===== src/rtl/tt_art_banner_pkg.sv =====
// Shared constants and types for the banner transmitter.
// Build option TX_PARITY_EN adds an even-parity bit state to the frame FSM.
package tt_art_banner_pkg;

    localparam int BANNER_LEN = 10;
    localparam int CNT_W      = 10;

    // "TINY ART\r\n", sent from entry 0 upward
    localparam logic [7:0] BANNER_ROM [BANNER_LEN] = '{
        8'h54, 8'h49, 8'h4E, 8'h59, 8'h20,
        8'h41, 8'h52, 8'h54, 8'h0D, 8'h0A
    };

`ifdef TX_PARITY_EN
    typedef enum logic [2:0] {
        ST_IDLE,
        ST_START,
        ST_DATA,
        ST_PARITY,
        ST_STOP
    } tx_state_e;
`else
    typedef enum logic [2:0] {
        ST_IDLE,
        ST_START,
        ST_DATA,
        ST_STOP
    } tx_state_e;
`endif

endpackage


===== src/rtl/tt_art_uart_tx_byte.sv =====
// Single-byte 8N1 serializer with load/ready handshake and per-bit timer.
// Build option TX_PARITY_EN inserts an even-parity bit before the stop bit.
module tt_art_uart_tx_byte
    import tt_art_banner_pkg::*;
#(
    parameter int CLKS_PER_BIT = 87
) (
    input  logic       clk,
    input  logic       rst_n,
    input  logic       ena,
    input  logic       load,
    input  logic [7:0] data,
    output logic       ready,
    output logic       frame_end,
    output logic       txd,
    output tx_state_e  state
);

    tx_state_e        state_q, state_d;
    logic [CNT_W-1:0] bit_cnt_q, bit_cnt_d;
    logic [2:0]       bit_idx_q, bit_idx_d;
    logic [7:0]       shift_q, shift_d;
    logic             txd_q, txd_d;
    logic             bit_last;
`ifdef TX_PARITY_EN
    logic             parity_q, parity_d;
`endif

    assign bit_last  = (bit_cnt_q == CNT_W'(CLKS_PER_BIT - 1));
    assign frame_end = (state_q == ST_STOP) && bit_last;
    // Ready on the last stop cycle lets the next frame start with no idle gap
    assign ready     = (state_q == ST_IDLE) || frame_end;
    assign txd       = txd_q;
    assign state     = state_q;

    always_comb begin
        state_d   = state_q;
        bit_idx_d = bit_idx_q;
        shift_d   = shift_q;
        txd_d     = 1'b1;
`ifdef TX_PARITY_EN
        parity_d  = parity_q;
`endif
        bit_cnt_d = ((state_q == ST_IDLE) || bit_last) ? '0 : bit_cnt_q + 1'b1;

        case (state_q)
            ST_START: begin
                if (bit_last) begin
                    state_d   = ST_DATA;
                    bit_idx_d = '0;
                end
            end
            ST_DATA: begin
                if (bit_last) begin
                    shift_d   = {1'b0, shift_q[7:1]};
                    bit_idx_d = bit_idx_q + 1'b1;
                    if (bit_idx_q == 3'd7) begin
`ifdef TX_PARITY_EN
                        state_d = ST_PARITY;
`else
                        state_d = ST_STOP;
`endif
                    end
                end
            end
`ifdef TX_PARITY_EN
            ST_PARITY: begin
                if (bit_last) state_d = ST_STOP;
            end
`endif
            ST_STOP: begin
                if (bit_last) state_d = ST_IDLE;
            end
            default: ;
        endcase

        if (load && ready) begin
            state_d   = ST_START;
            bit_cnt_d = '0;
            bit_idx_d = '0;
            shift_d   = data;
`ifdef TX_PARITY_EN
            parity_d  = ^data;
`endif
        end

        // txd is registered from the next state so it lines up with state_q
        case (state_d)
            ST_START:  txd_d = 1'b0;
            ST_DATA:   txd_d = shift_d[0];
`ifdef TX_PARITY_EN
            ST_PARITY: txd_d = parity_d;
`endif
            default:   txd_d = 1'b1;
        endcase
    end

    always_ff @(posedge clk) begin
        if (!rst_n) begin
            state_q   <= ST_IDLE;
            bit_cnt_q <= '0;
            bit_idx_q <= '0;
            shift_q   <= '0;
            txd_q     <= 1'b1;
`ifdef TX_PARITY_EN
            parity_q  <= 1'b0;
`endif
        end else if (ena) begin
            state_q   <= state_d;
            bit_cnt_q <= bit_cnt_d;
            bit_idx_q <= bit_idx_d;
            shift_q   <= shift_d;
            txd_q     <= txd_d;
`ifdef TX_PARITY_EN
            parity_q  <= parity_d;
`endif
        end
    end

endmodule


===== src/rtl/tt_um_art_banner_tx.sv =====
// Sends the "TINY ART\r\n" banner over UART on a start edge; supports abort and enable freeze.
// Build option TX_PARITY_EN selects 8E1 framing in the byte serializer.
module tt_um_art_banner_tx
    import tt_art_banner_pkg::*;
#(
    parameter int CLKS_PER_BIT = 87
) (
    input  logic       clk,
    input  logic       rst_n,
    input  logic       ena,
    input  logic [7:0] ui_in,
    output logic [7:0] uo_out,
    input  logic [7:0] uio_in,
    output logic [7:0] uio_out,
    output logic [7:0] uio_oe
);

    logic [1:0] sync1_q, sync1_d;
    logic [1:0] sync2_q, sync2_d;
    logic       start_prev_q, start_prev_d;
    logic       start_pulse_q, start_pulse_d;
    logic       abort_pend_q, abort_pend_d;
    logic [3:0] index_q, index_d;
    logic       done_q, done_d;

    logic       tx_ready, tx_frame_end, tx_txd;
    tx_state_e  tx_state;
    logic       idle, last_byte, abort_now, begin_tx, chain, load;
    logic [3:0] load_idx;
    logic [7:0] load_data;
    logic       unused_inputs;

    assign unused_inputs = &{1'b0, ui_in[7:2], uio_in};

    always_comb begin
        sync1_d       = ui_in[1:0];
        sync2_d       = sync1_q;
        start_prev_d  = sync2_q[0];
        // Edge is registered once more so txd falls on the third edge after sampling
        start_pulse_d = sync2_q[0] & ~start_prev_q;

        idle      = (tx_state == ST_IDLE);
        last_byte = (index_q == 4'(BANNER_LEN - 1));
        abort_now = abort_pend_q | sync2_q[1];
        begin_tx  = idle & start_pulse_q;
        chain     = tx_frame_end & ~last_byte & ~abort_now;
        load      = tx_ready & (begin_tx | chain);
        load_idx  = chain ? index_q + 4'd1 : 4'd0;

        index_d = index_q;
        if (begin_tx) begin
            index_d = 4'd0;
        end else if (chain) begin
            index_d = load_idx;
        end else if (tx_frame_end) begin
            index_d = 4'd0;
        end

        // Abort is remembered until the current frame's stop bit finishes
        abort_pend_d = (idle | tx_frame_end) ? 1'b0 : abort_now;
        done_d       = tx_frame_end & last_byte & ~abort_now;
    end

    assign load_data = BANNER_ROM[load_idx];

    always_ff @(posedge clk) begin
        if (!rst_n) begin
            sync1_q       <= '0;
            sync2_q       <= '0;
            start_prev_q  <= 1'b0;
            start_pulse_q <= 1'b0;
            abort_pend_q  <= 1'b0;
            index_q       <= '0;
            done_q        <= 1'b0;
        end else if (ena) begin
            sync1_q       <= sync1_d;
            sync2_q       <= sync2_d;
            start_prev_q  <= start_prev_d;
            start_pulse_q <= start_pulse_d;
            abort_pend_q  <= abort_pend_d;
            index_q       <= index_d;
            done_q        <= done_d;
        end
    end

    tt_art_uart_tx_byte #(
        .CLKS_PER_BIT(CLKS_PER_BIT)
    ) u_tx_byte (
        .clk       (clk),
        .rst_n     (rst_n),
        .ena       (ena),
        .load      (load),
        .data      (load_data),
        .ready     (tx_ready),
        .frame_end (tx_frame_end),
        .txd       (tx_txd),
        .state     (tx_state)
    );

    assign uo_out  = {1'b0, index_q, done_q, ~idle, tx_txd};
    assign uio_out = '0;
    assign uio_oe  = '0;

endmodule


===== config.mk =====
export PLATFORM = sky130hd
export DESIGN_NAME = tt_um_art_banner_tx
export DESIGN_NICKNAME = d
export VERILOG_FILES = /design/src/rtl/tt_art_banner_pkg.sv /design/src/rtl/tt_art_uart_tx_byte.sv /design/src/rtl/tt_um_art_banner_tx.sv
export SDC_FILE = /design/constraint.sdc
export NUM_CORES = 1
export LEC_CHECK = 0
export BUFFER_PORTS_ARGS = -buffer_cell sky130_fd_sc_hd__buf_2
export CORE_MARGIN = 2
export CORE_UTILIZATION = 40
export DETAILED_ROUTE_END_ITERATION = 8
export SKIP_LAST_GASP = 1
export SLEW_MARGIN = 20
export SYNTH_ARGS = -nofsm -noshare
export SYNTH_HDL_FRONTEND = slang
export SYNTH_HIERARCHICAL = 1
export SYNTH_SLANG_ARGS = --single-unit

===== constraint.sdc =====
create_clock -name clk -period 4.2 [get_ports clk]
set_input_delay 0.42 -clock clk [delete_from_list [all_inputs] [get_ports clk]]
set_output_delay 0.42 -clock clk [all_outputs]
set_load 0.02 [all_outputs]

==> metrics.md, run 1 <==
| Metric | Value |
|---|---|
| Status | `finished clean` |
| Root buffer cell | `clkbuf_8` |
| Xor/xnor cell area share of the yosys netlist | `4.66%` |
| Synth Area in Compound Gates | `16.2%` |
| Post-CTS Setup Bufs | `0` |
| Synth Warn # | `6` |
| CP Data Arrival Time | `3670 ps` |
| First-pass GRT wire length | `7.77 mm` |
| Core Rows | `27` |
| Post-synth EDFFs | `0` |
| CTS Buffer Depth | `2` |
| Nets | `311` |
| Synth Register Bits | `37` |
| Register area share after synthesis | `32.9%` |
| CORE AREA | `5470 um^2` |
| Worst Path Required | `4360 ps` |
| Vias | `1848` |
| Vias in the first global route | `1672` |
| Worst r2r src | `u_tx_byte/bit_cnt_q[3]` |
| # DRC | `0` |
| Synth Area in Adders | `3.89%` |
| Reg clk slew, reported paths | `80 ps` |
| CTS tree | `built` |
| Die area | `6250 um^2` |
| Clock Latency Late Sink | `300 ps` |
| Initial DRC Count | `108` |
| Layout filler cell count | `553` |
| Gr usage total | `16.2%` |
| DIE WIDTH | `79.1 um` |
| Final hold vios | `0` |
| Resized Gates After CTS | `0` |
| Worst VDD drop | `0.238 mV` |
| Synth cell count leaders | `dfxtp_1 (37), nor2_1 (27), nand2_1 (23)` |
| Hold-fix buffers, CTS | `0` |
| Area leader, netlist | `dfxtp_1` |
| Final setup fails | `0` |
| Remaining global-route overflow | `0` |
| Die height | `79.1 um` |
| Final HPWL from detailed placement | `3.16 mm` |
| Static Leak | `0.000955 uW` |
| Worst setup EP type | `register` |
| Mux contribution to synthesized area | `4.05%` |
| Area taken by multi-input logic gates | `1320 um^2` |
| Period utilization | `83.7%` |
| CP Max Fanout | `14` |
| Largest family of logic cells by synthesized area | `simple AND/OR/NAND/NOR gates` |
| Post-Syn Instances | `275` |
| Starting Density | `41.2%` |
| Share of layout cells above drive strength 1 | `11.5%` |
| Class of the worst hold path | `in2reg` |
| Initial antenna violation count | `0` |
| Ys flop type | `dfxtp_1` |
| Mean post-synth cell area | `8.19 um^2` |
| Worst setup SP type | `register` |
| Share of synthesized registers carrying an async set or reset | `0%` |
| Synth top area cells | `dfxtp_1 (33%), buf_4 (6.7%), nor2_1 (4.5%), ha_1 (3.9%), nand2_1 (3.8%)` |
| Synth top area share | `32.9%` |
| CTS Sinks | `37` |
| Synth Area in Simple Gates | `26.9%` |
| Pins Over Slew Limit | `0` |
| Reg area | `741 um^2` |
| RSZ-0062 raised after global routing | `no` |
| Mapped cell area | `2250 um^2` |
| DR vias/cell | `5.16` |
| Largest net degree at the start of global routing | `28` |
| Layout overhead on the synthesized area | `7.94%` |
| CP Launch Point | `u_tx_byte/bit_cnt_q[3]` |
| Min-delay src | `ui_in[1]` |
| Cell with the most instances after synthesis | `dfxtp_1` |
| Tmin final | `3510 ps` |
| Drt wl/cell | `12.7 um` |
| Routability cong. | `0.808` |
| Worst Tran Pin Value | `714 ps` |
| DRT Pass-1 Iters | `4` |
| Number of port buffers | `11` |
| Setup TNS | `0 ps` |
| Max-cap violations | `0` |
| Number of buffers created by CTS | `5` |
| Routed Antenna Nets | `0` |
| H-tree levels | `2` |
| DRT Wirelength | `4.55 mm` |
| Worst Skew | `9.27 ps` |
| Slew Limit Headroom | `51.7%` |
| Fin util | `44.4%` |
| Antenna diodes | `0` |
| Yosys cell types | `52` |
| I/O pin cnt | `43` |
| Setup CP Type | `reg2reg` |
| Peak Freq | `0.285 GHz` |
| Power Density | `315 nW/um^2` |
## kinds of logic (layout without fill, tap and decap cells)
logic type | after synthesis | after routing
XOR/XNOR | 12 | 12
buffers and inverters | 45 | 39
AND/OR/NAND/NOR | 111 | 111
flip-flops | 37 | 37
AO/OA/AOI/OAI | 53 | 53
multiplexers | 9 | 9
adder cells (fa/ha/maj) | 7 | 7
other | 1 | 18
## critical path, stage by stage (launching register included)
cell      delay, ps
dfxtp_1         350
or3b_1          520
nor3_4          430
and3_1          330
or3b_4          430
nor2_1          140
o21a_1          170
nand2_1          70
nor4_1          260
o31ai_1         130
buf_4           200
a221oi_1        260
a211oi_1         90
## power by group
part | switching [uW] | internal, uW
logic | 32.6 | 10.8
clock network | 129 | 236
registers | 3.04 | 355
total | 165 | 601
## layout make-up
cell class              instances  share of cell area, %
multi-input cells             210                   54.4
flip-flops and latches         37                   30.5
inverters                      16                   2.47
well taps                      72                   3.70
clock buffers                   5                   2.83
repair buffers                 15                   3.50
clock inverters                 3                   2.67
## layer usage
| metal | vias up | share of wire (%) | GRT usage (%) |
|---|---|---|---|
| met5 | - | 0 | 0 |
| met4 | 0 | 1.6 | 6.55 |
| met3 | 5 | 3.8 | 5.11 |
| met2 | 30 | 46 | 25.4 |
| met1 | 858 | 48 | 20.5 |
| li1 | 955 | - | - |
## cells in the final DEF, fill, tap and decap left out, types with 2 or more instances in the layout
cell type / instances
and2_1: 2
a21boi_0: 2
nand2_1: 23
bufinv_16: 2
or3_1: 4
clkbuf_8: 5
nor2_1: 27
nor3_1: 6
inv_1: 16
nand4_1: 7
a32oi_1: 3
dfxtp_1: 37
a211oi_1: 6
xnor2_1: 7
conb_1: 18
a22oi_1: 2
o21ai_0: 8
mux2i_1: 8
xor2_1: 5
a21oi_1: 10
nor2b_1: 8
buf_4: 4
nor4_1: 4
ha_1: 7
a221oi_1: 7
a31oi_1: 4
a21o_1: 2
o22ai_1: 4
nand2b_1: 6
buf_2: 11
nand3_1: 10
## flip-flops by register name, indices dropped and copies added (netlist names)
signal,cells
start_pulse_q,1
abort_pend_q,1
u_tx_byte/state,3
u_tx_byte/bit_idx_q,3
sync1_q,2
u_tx_byte/shift_q,8
u_tx_byte/bit_cnt_q,10
start_prev_q,1
u_tx_byte/txd,1
done_q,1
sync2_q,2
index_q,4
## per-stage QoR
| step | instances | total power [uW] | instance area (um^2) | hold WS [ps] | setup WS (ps) |
|---|---|---|---|---|---|
| 2_1_floorplan | 292 | 413 | 2320 | 434 | 921 |
| 3_3_place_gp | 350 | 408 | 2300 | 445 | 769 |
| 3_5_place_dp | 350 | 409 | 2300 | 444 | 757 |
| 4_1_cts | 358 | 778 | 2430 | 373 | 734 |
| 5_1_grt | 358 | 804 | 2430 | 403 | 458 |
| 6_report | 358 | 766 | 2430 | 378 | 685 |
## path summary, 6_finish.rpt
check,endpoint,slack [ps],cells after the start
max,u_tx_byte/shift_q[1],690,12
min,sync1_q[1],380,3
max reg2reg,u_tx_byte/shift_q[1],690,12
min reg2reg,u_tx_byte/shift_q[5],460,2
Note: power is estimated with default switching activity, not from simulation.
==> inputs of run 2 (changes only) <==
==> constraint.sdc (replaced) <==
create_clock -name clk -period 3.5 [get_ports clk]
set_input_delay 0.35 -clock clk [delete_from_list [all_inputs] [get_ports clk]]
set_output_delay 0.35 -clock clk [all_outputs]
set_load 0.02 [all_outputs]
==> run 2 against run 1 <==
Clock skew down 4.3 ps. Global-route usage down 0.54 points. Critical path depth down 1. Core utilization down 0.18 points. Final area down 0.41%. Sequential power up 20%. Worst hold slack worse by 42 ps. Largest cell class unchanged.
==> metrics.md, run 2 (synthesis gave the netlist of run 1 again) <==
| Metric | Value |
|---|---|
| Top Registers | `u_tx_byte/bit_cnt_q x10, u_tx_byte/shift_q x8, index_q x4` |
| Nets | `316 (+1.6%)` |
| Number of port buffers | `11 (unchanged)` |
| Resized Gates After CTS | `0 (unchanged)` |
| Antenna diodes | `0 (unchanged)` |
| Worst Tran Pin Value | `636 ps (-78.3 ps)` |
| Clock Latency Late Sink | `290 ps (about the same)` |
| Worst Skew | `4.97 ps (-4.29 ps)` |
| Status | `finished clean` |
| DRT Pass-1 Iters | `4 (unchanged)` |
| Final hold vios | `0 (unchanged)` |
| Final setup fails | `0 (unchanged)` |
| Final Instance Area | `2420 um^2 (-0.41%)` |
| Hold-fix buffers, CTS | `0 (unchanged)` |
| CP Data Arrival Time | `3400 ps (-270 ps)` |
| Vias in the first global route | `1711 (+2.3%)` |
| Setup CP Type | `reg2reg` |
| Sw Pwr | `197 uW (+19%)` |
| Period utilization | `91.6% (+7.9 points)` |
| CORE AREA | `5470 um^2 (unchanged)` |
| Routed Antenna Nets | `0 (unchanged)` |
| Min-delay src | `ui_in[1]` |
| Reg clk slew, reported paths | `80 ps (about the same)` |
| Sequential share of power | `55.5% (+8.8 points)` |
| Internal | `577 uW (-4.1%)` |
| I/O pin cnt | `43 (unchanged)` |
| End of the worst hold path | `sync1_q[1]` |
| Sw Share | `25.5% (+3.9 points)` |
| Worst Path Required | `3690 ps (-670 ps)` |
| Gr usage total | `15.6% (-0.54 points)` |
| Die area | `6250 um^2 (unchanged)` |
| Initial DRC Count | `92 (-15%)` |
| Worst setup SP type | `register` |
| Routability cong. | `0.774 (-4.2%)` |
| Power Density | `319 nW/um^2 (+1.4%)` |
| Most frequent cells in the layout | `dfxtp_1 (37), nor2_1 (27), nand2_1 (23)` |
| Worst slack at placement | `325 ps (-433 ps)` |
| Slew Limit Headroom | `57.0% (+5.3 points)` |
| Final HPWL from detailed placement | `3.23 mm (+2.3%)` |
| Starting Density | `41.2% (unchanged)` |
| Drt wl/cell | `12.4 um (-2.7%)` |
| RSZ-0062 raised after global routing | `no` |
| # DRC | `0 (unchanged)` |
| Root buffer cell | `clkbuf_8` |
| Setup TNS | `0 ps (unchanged)` |
| Max reg flops | `10 (unchanged)` |
| Setup WS post-layout | `293 ps (-392 ps)` |
| Combinational share of power | `6.9% (+1.2 points)` |
| Worst r2r src | `u_tx_byte/bit_cnt_q[3]` |
| H-tree levels | `2 (unchanged)` |
| Hold Crit Depth | `3 (unchanged)` |
| Share of layout cells above drive strength 1 | `13.1% (+1.5 points)` |
| Worst setup EP type | `register` |
| Post-CTS Setup Bufs | `0 (unchanged)` |
| Die height | `79.1 um (unchanged)` |
| Post-DP Area | `2340 um^2 (+1.6%)` |
| Class of the worst hold path | `in2reg` |
| Worst reg-to-reg path cell count | `11 (-1)` |
| CTS tree | `built` |
| Core Rows | `27 (unchanged)` |
| CTS Buffer Depth | `2 (unchanged)` |
| DR vias/cell | `5.17 (+0.17%)` |
| Largest net degree at the start of global routing | `27 (-3.6%)` |
| Pins Over Slew Limit | `0 (unchanged)` |
| CTS Sinks | `37 (unchanged)` |
| Most common cell after layout, fill and taps aside | `dfxtp_1` |
| Worst VDD drop | `0.178 mV (-25%)` |
| First-pass GRT wire length | `7.78 mm (about the same)` |
| Tmin final | `3210 ps (-308 ps)` |
| Layout overhead on the synthesized area | `7.50%` |
| Remaining global-route overflow | `0 (unchanged)` |
| Vias | `1877 (+1.6%)` |
| Initial antenna violation count | `0 (unchanged)` |
| Max-cap violations | `0 (unchanged)` |
| Peak Freq | `0.312 GHz (+9.6%)` |
| RR Endpoint | `u_tx_byte/shift_q[4]` |
| CP Max Fanout | `6 (-8)` |
| DIE WIDTH | `79.1 um (unchanged)` |
| Clock share of power | `37.7% (-10 points)` |
| Static Leak | `0.000958 uW (+0.25%)` |
| Number of buffers created by CTS | `5 (unchanged)` |
| Worst reg2reg setup slack | `290 ps (-390 ps)` |
| DRT Wirelength | `4.49 mm (-1.4%)` |
| Top reg by flops | `u_tx_byte/bit_cnt_q` |
-- run 2: how the worst max path moves through the flow --
stage                           start                    to  slack, ps  cells after the start
3_5_place_dp   u_tx_byte/bit_cnt_q[3]  u_tx_byte/shift_q[4]        320                     11
3_3_place_gp   u_tx_byte/bit_cnt_q[3]  u_tx_byte/shift_q[4]        370                     11
5_1_grt        u_tx_byte/bit_cnt_q[3]  u_tx_byte/shift_q[4]         30                     11
6_report       u_tx_byte/bit_cnt_q[3]  u_tx_byte/shift_q[4]        290                     11
4_1_cts        u_tx_byte/bit_cnt_q[3]  u_tx_byte/shift_q[4]        290                     11
2_1_floorplan  u_tx_byte/bit_cnt_q[3]  u_tx_byte/shift_q[5]        220                     14
-- run 2: metrics by stage --
stage	cells	util, %	power (uW)	hold WS (ps)
CTS	363	44.3	787	334
detailed placement	355	42.7	492	448
finish	363	44.3	773	336
global route	363	44.3	815	338
global placement	355	42.7	491	445
floorplan	292	-	495	434
-- run 2: power groups by stage --
stage / Combinational [uW] / Sequential (uW) / Clock [uW]
CTS: 53.1 / 429 / 305
global route: 58.7 / 430 / 326
global placement: 52.6 / 439 / 0
detailed placement: 53.0 / 439 / 0
floorplan: 57.7 / 438 / 0
finish: 53.2 / 429 / 291
-- run 2: critical path: stages (launching register included) --
cell,delay (ps)
dfxtp_1,350
or3b_1,530
nor3_4,230
and3_1,280
or3b_4,430
nor3_1,280
ha_1,300
nor2_1,110
a21oi_1,40
o22ai_1,180
a221oi_1,120
a211oi_1,250
-- run 2: layout make-up --
class	count	area, um^2
clock buffers	5	68.8
fillers	574	3050
multi-input cells	210	1320
inverters	16	60.1
flip-flops and latches	37	741
clock inverters	3	17.5
well taps	72	90.1
repair buffers	20	123
-- run 2: metal layers --
| metal | vias up | routed length [um] | track usage (%) |
|---|---|---|---|
| li1 | 966 | - | - |
| met1 | 877 | 2200 | 19.6 |
| met2 | 32 | 2120 | 25.4 |
| met3 | 2 | 132 | 4.89 |
| met4 | 0 | 36 | 5.34 |
| met5 | - | 0 | 0 |
==> inputs of run 3 (changes only) <==
--- a/config.mk
+++ b/config.mk
@@ -5,10 +5,11 @@
 export SDC_FILE = /design/constraint.sdc
 export NUM_CORES = 1
 export LEC_CHECK = 0
-export BUFFER_PORTS_ARGS = -buffer_cell sky130_fd_sc_hd__buf_2
+export BUFFER_PORTS_ARGS = -buffer_cell sky130_fd_sc_hd__buf_4
 export CORE_MARGIN = 2
-export CORE_UTILIZATION = 40
+export CORE_UTILIZATION = 55
 export DETAILED_ROUTE_END_ITERATION = 8
+export PLACE_DENSITY = 0.79
 export SKIP_LAST_GASP = 1
 export SLEW_MARGIN = 20
 export SYNTH_ARGS = -nofsm -noshare
==> run 3 against run 2 <==
Clock power grew 1%. Global-route usage increased by 6.3 points. Cell count down 7.4%. Sequential power barely moved. Worst setup slack worse by 8.4 ps. Clock skew is 2.5 ps lower. Critical endpoint is now u_tx_byte/shift_q[1]. Largest cell class unchanged.
==> metrics.md, run 3 (synthesis gave the netlist of run 1 again) <==
| Metric | Value |
|---|---|
| Worst setup EP type | `register` |
| Peak Freq | `0.311 GHz (-0.26%)` |
| Sw Pwr | `200 uW (+1.6%)` |
| Reg clk slew, reported paths | `70 ps (about the same)` |
| Worst reg-to-reg path cell count | `12 (+1)` |
| Hold Crit Depth | `3 (unchanged)` |
| First-pass GRT wire length | `7.69 mm (-1.2%)` |
| Critical path buffers and inverters | `1 (+1)` |
| Worst VDD drop | `0.329 mV (+84%)` |
| Hold_ws | `318 ps (-18.5 ps)` |
| DRT Pass-1 Iters | `4 (unchanged)` |
| Max reg flops | `10 (unchanged)` |
| Final hold vios | `0 (unchanged)` |
| DRT Wirelength | `4.42 mm (-1.5%)` |
| Die area | `4630 um^2 (-26%)` |
| Routability cong. | `0.882 (+14%)` |
| Clock share of power | `37.9% (+0.2 points)` |
| RSZ-0062 raised after global routing | `no` |
| Final setup fails | `0 (unchanged)` |
| Number of port buffers | `11 (unchanged)` |
| Layout filler cell count | `368 (-36%)` |
| Slowest stage delay, CP | `520 ps (about the same)` |
| CTS Buffer Depth | `2 (unchanged)` |
| Remaining global-route overflow | `0 (unchanged)` |
| Clock Latency Late Sink | `290 ps (about the same)` |
| Post-DP Area | `2300 um^2 (-1.6%)` |
| Top Registers | `u_tx_byte/bit_cnt_q x10, u_tx_byte/shift_q x8, index_q x4` |
| CP max-delay cell | `or3b_1` |
| DIE WIDTH | `68.0 um (-14%)` |
| Levels on crit path | `12 (+1)` |
| Cell Chain, Critical Path | `or3b_1, nor3_4, and3_1, or3b_4, nor2_1, o21a_1, nand2_1, nor4_1, o31ai_1, buf_4, a221oi_1, a211oi_1` |
| CP Max Fanout | `14 (+8)` |
| Nets | `311 (-1.6%)` |
| Tmin final | `3220 ps (+8.42 ps)` |
| Class of the worst hold path | `in2reg` |
| Drt wl/cell | `13.2 um (+6.4%)` |
| Setup TNS | `0 ps (unchanged)` |
| Worst setup SP type | `register` |
| Worst Path Required | `3660 ps (-30 ps)` |
| Most common cell after layout, fill and taps aside | `dfxtp_1` |
| Final Instance Area | `2380 um^2 (-1.5%)` |
| Number of buffers created by CTS | `5 (unchanged)` |
| Total design power | `777 uW (+0.50%)` |
| Routed Antenna Nets | `0 (unchanged)` |
| Setup CP Type | `reg2reg` |
| Most frequent cells in the layout | `dfxtp_1 (37), nor2_1 (27), nand2_1 (23)` |
| I/O pin cnt | `43 (unchanged)` |
| Root buffer cell | `clkbuf_8` |
| Initial DRC Count | `144 (+57%)` |
| Worst Tran Pin Value | `722 ps (+86.4 ps)` |
| H-tree levels | `2 (unchanged)` |
| Hold-fix buffers, CTS | `0 (unchanged)` |
| CORE AREA | `3970 um^2 (-27%)` |
| Slew Limit Headroom | `51.2% (-5.8 points)` |
| CP Data Arrival Time | `3380 ps (-20 ps)` |
| Vias | `1872 (-0.27%)` |
| Core Rows | `23 (-15%)` |
| Pins Over Slew Limit | `0 (unchanged)` |
| Resized Gates After CTS | `0 (unchanged)` |
| Starting Density | `56.7% (+16 points)` |
| Cell family with the largest share of critical-path delay | `simple AND/OR/NAND/NOR gates` |
| Sequential share of power | `55.2% (-0.3 points)` |
| CTS tree | `built` |
| # DRC | `0 (unchanged)` |
| Gr usage total | `21.9% (+6.3 points)` |
| Combinational share of power | `6.9% (about the same)` |
| Internal | `577 uW (+0.14%)` |
| Sw Share | `25.7% (+0.27 points)` |
| Top reg by flops | `u_tx_byte/bit_cnt_q` |
| DR vias/cell | `5.57 (+7.7%)` |
| Status | `finished clean` |
| Power Density | `326 nW/um^2 (+2.1%)` |
| Vias in the first global route | `1706 (-0.29%)` |
| Reg area | `741 um^2 (unchanged)` |
| Share of layout cells above drive strength 1 | `11.5% (-1.5 points)` |
| Period utilization | `91.9% (+0.24 points)` |
| Post-CTS Setup Bufs | `0 (unchanged)` |
| Static Leak | `0.000936 uW (-2.3%)` |
| Antenna diodes | `0 (unchanged)` |
| Worst Skew | `2.51 ps (-2.46 ps)` |
| Largest net degree at the start of global routing | `28 (+3.7%)` |
| Layout overhead on the synthesized area | `5.83%` |
| CTS Sinks | `37 (unchanged)` |
| Max-cap violations | `0 (unchanged)` |
| Initial antenna violation count | `0 (unchanged)` |
| Area taken by multi-input logic gates | `1320 um^2 (unchanged)` |
| Die height | `68.0 um (-14%)` |
| Final HPWL from detailed placement | `3.09 mm (-4.5%)` |
==> run 3: cell types whose count changed in the layout (fill, tap and decap cells not counted) <==
cell	before	now
buf_2	11	0
buf_4	9	15
==> run 3: worst min-delay path: cells and delay by family <==
family | cells | cell delay [ps]
simple gates | 1 | 100
buf+inv | 1 | 80
mux | 1 | 50
==> run 3: worst paths after layout <==
kind	to	slack, ps	startpoint
hold / removal	sync1_q[0]	320	ui_in[0]
setup reg to reg	u_tx_byte/shift_q[1]	280	u_tx_byte/bit_cnt_q[3]
hold reg to reg	u_tx_byte/shift_q[4]	460	u_tx_byte/shift_q[4]
setup / recovery	u_tx_byte/shift_q[1]	280	u_tx_byte/bit_cnt_q[3]
==> run 3: cell type report <==
class                   count  share of cell area [%]
clock buffers               5                    2.89
clock inverters             3                   0.735
inverters                  16                    2.52
multi-input cells         210                    55.5
flip-flops and latches     37                    31.1
well taps                  50                    2.62
repair buffers             15                    4.72
==> run 3: metal layers <==
| layer | global-route usage, % | routed length (um) |
|---|---|---|
| met5 | 0 | 0 |
| met4 | 11.5 | 107 |
| met2 | 34.6 | 2080 |
| met1 | 28.1 | 2080 |
| met3 | 4.61 | 157 |
==> run 3: power groups by stage <==
stage	logic [uW]	clock network (uW)	registers, uW
2_1_floorplan	57.7	0	438
3_3_place_gp	52.3	0	439
3_5_place_dp	52.8	0	439
4_1_cts	53.2	303	429
5_1_grt	59.3	320	430
6_report	53.3	295	429
==> run 3: through the flow <==
stage	std cells	setup WS, ps	utilization [%]
6_report	336	285	60.1
5_1_grt	336	48.9	60.1
2_1_floorplan	292	221	-
3_5_place_dp	328	334	57.9
4_1_cts	336	308	60.1
3_3_place_gp	328	347	57.9
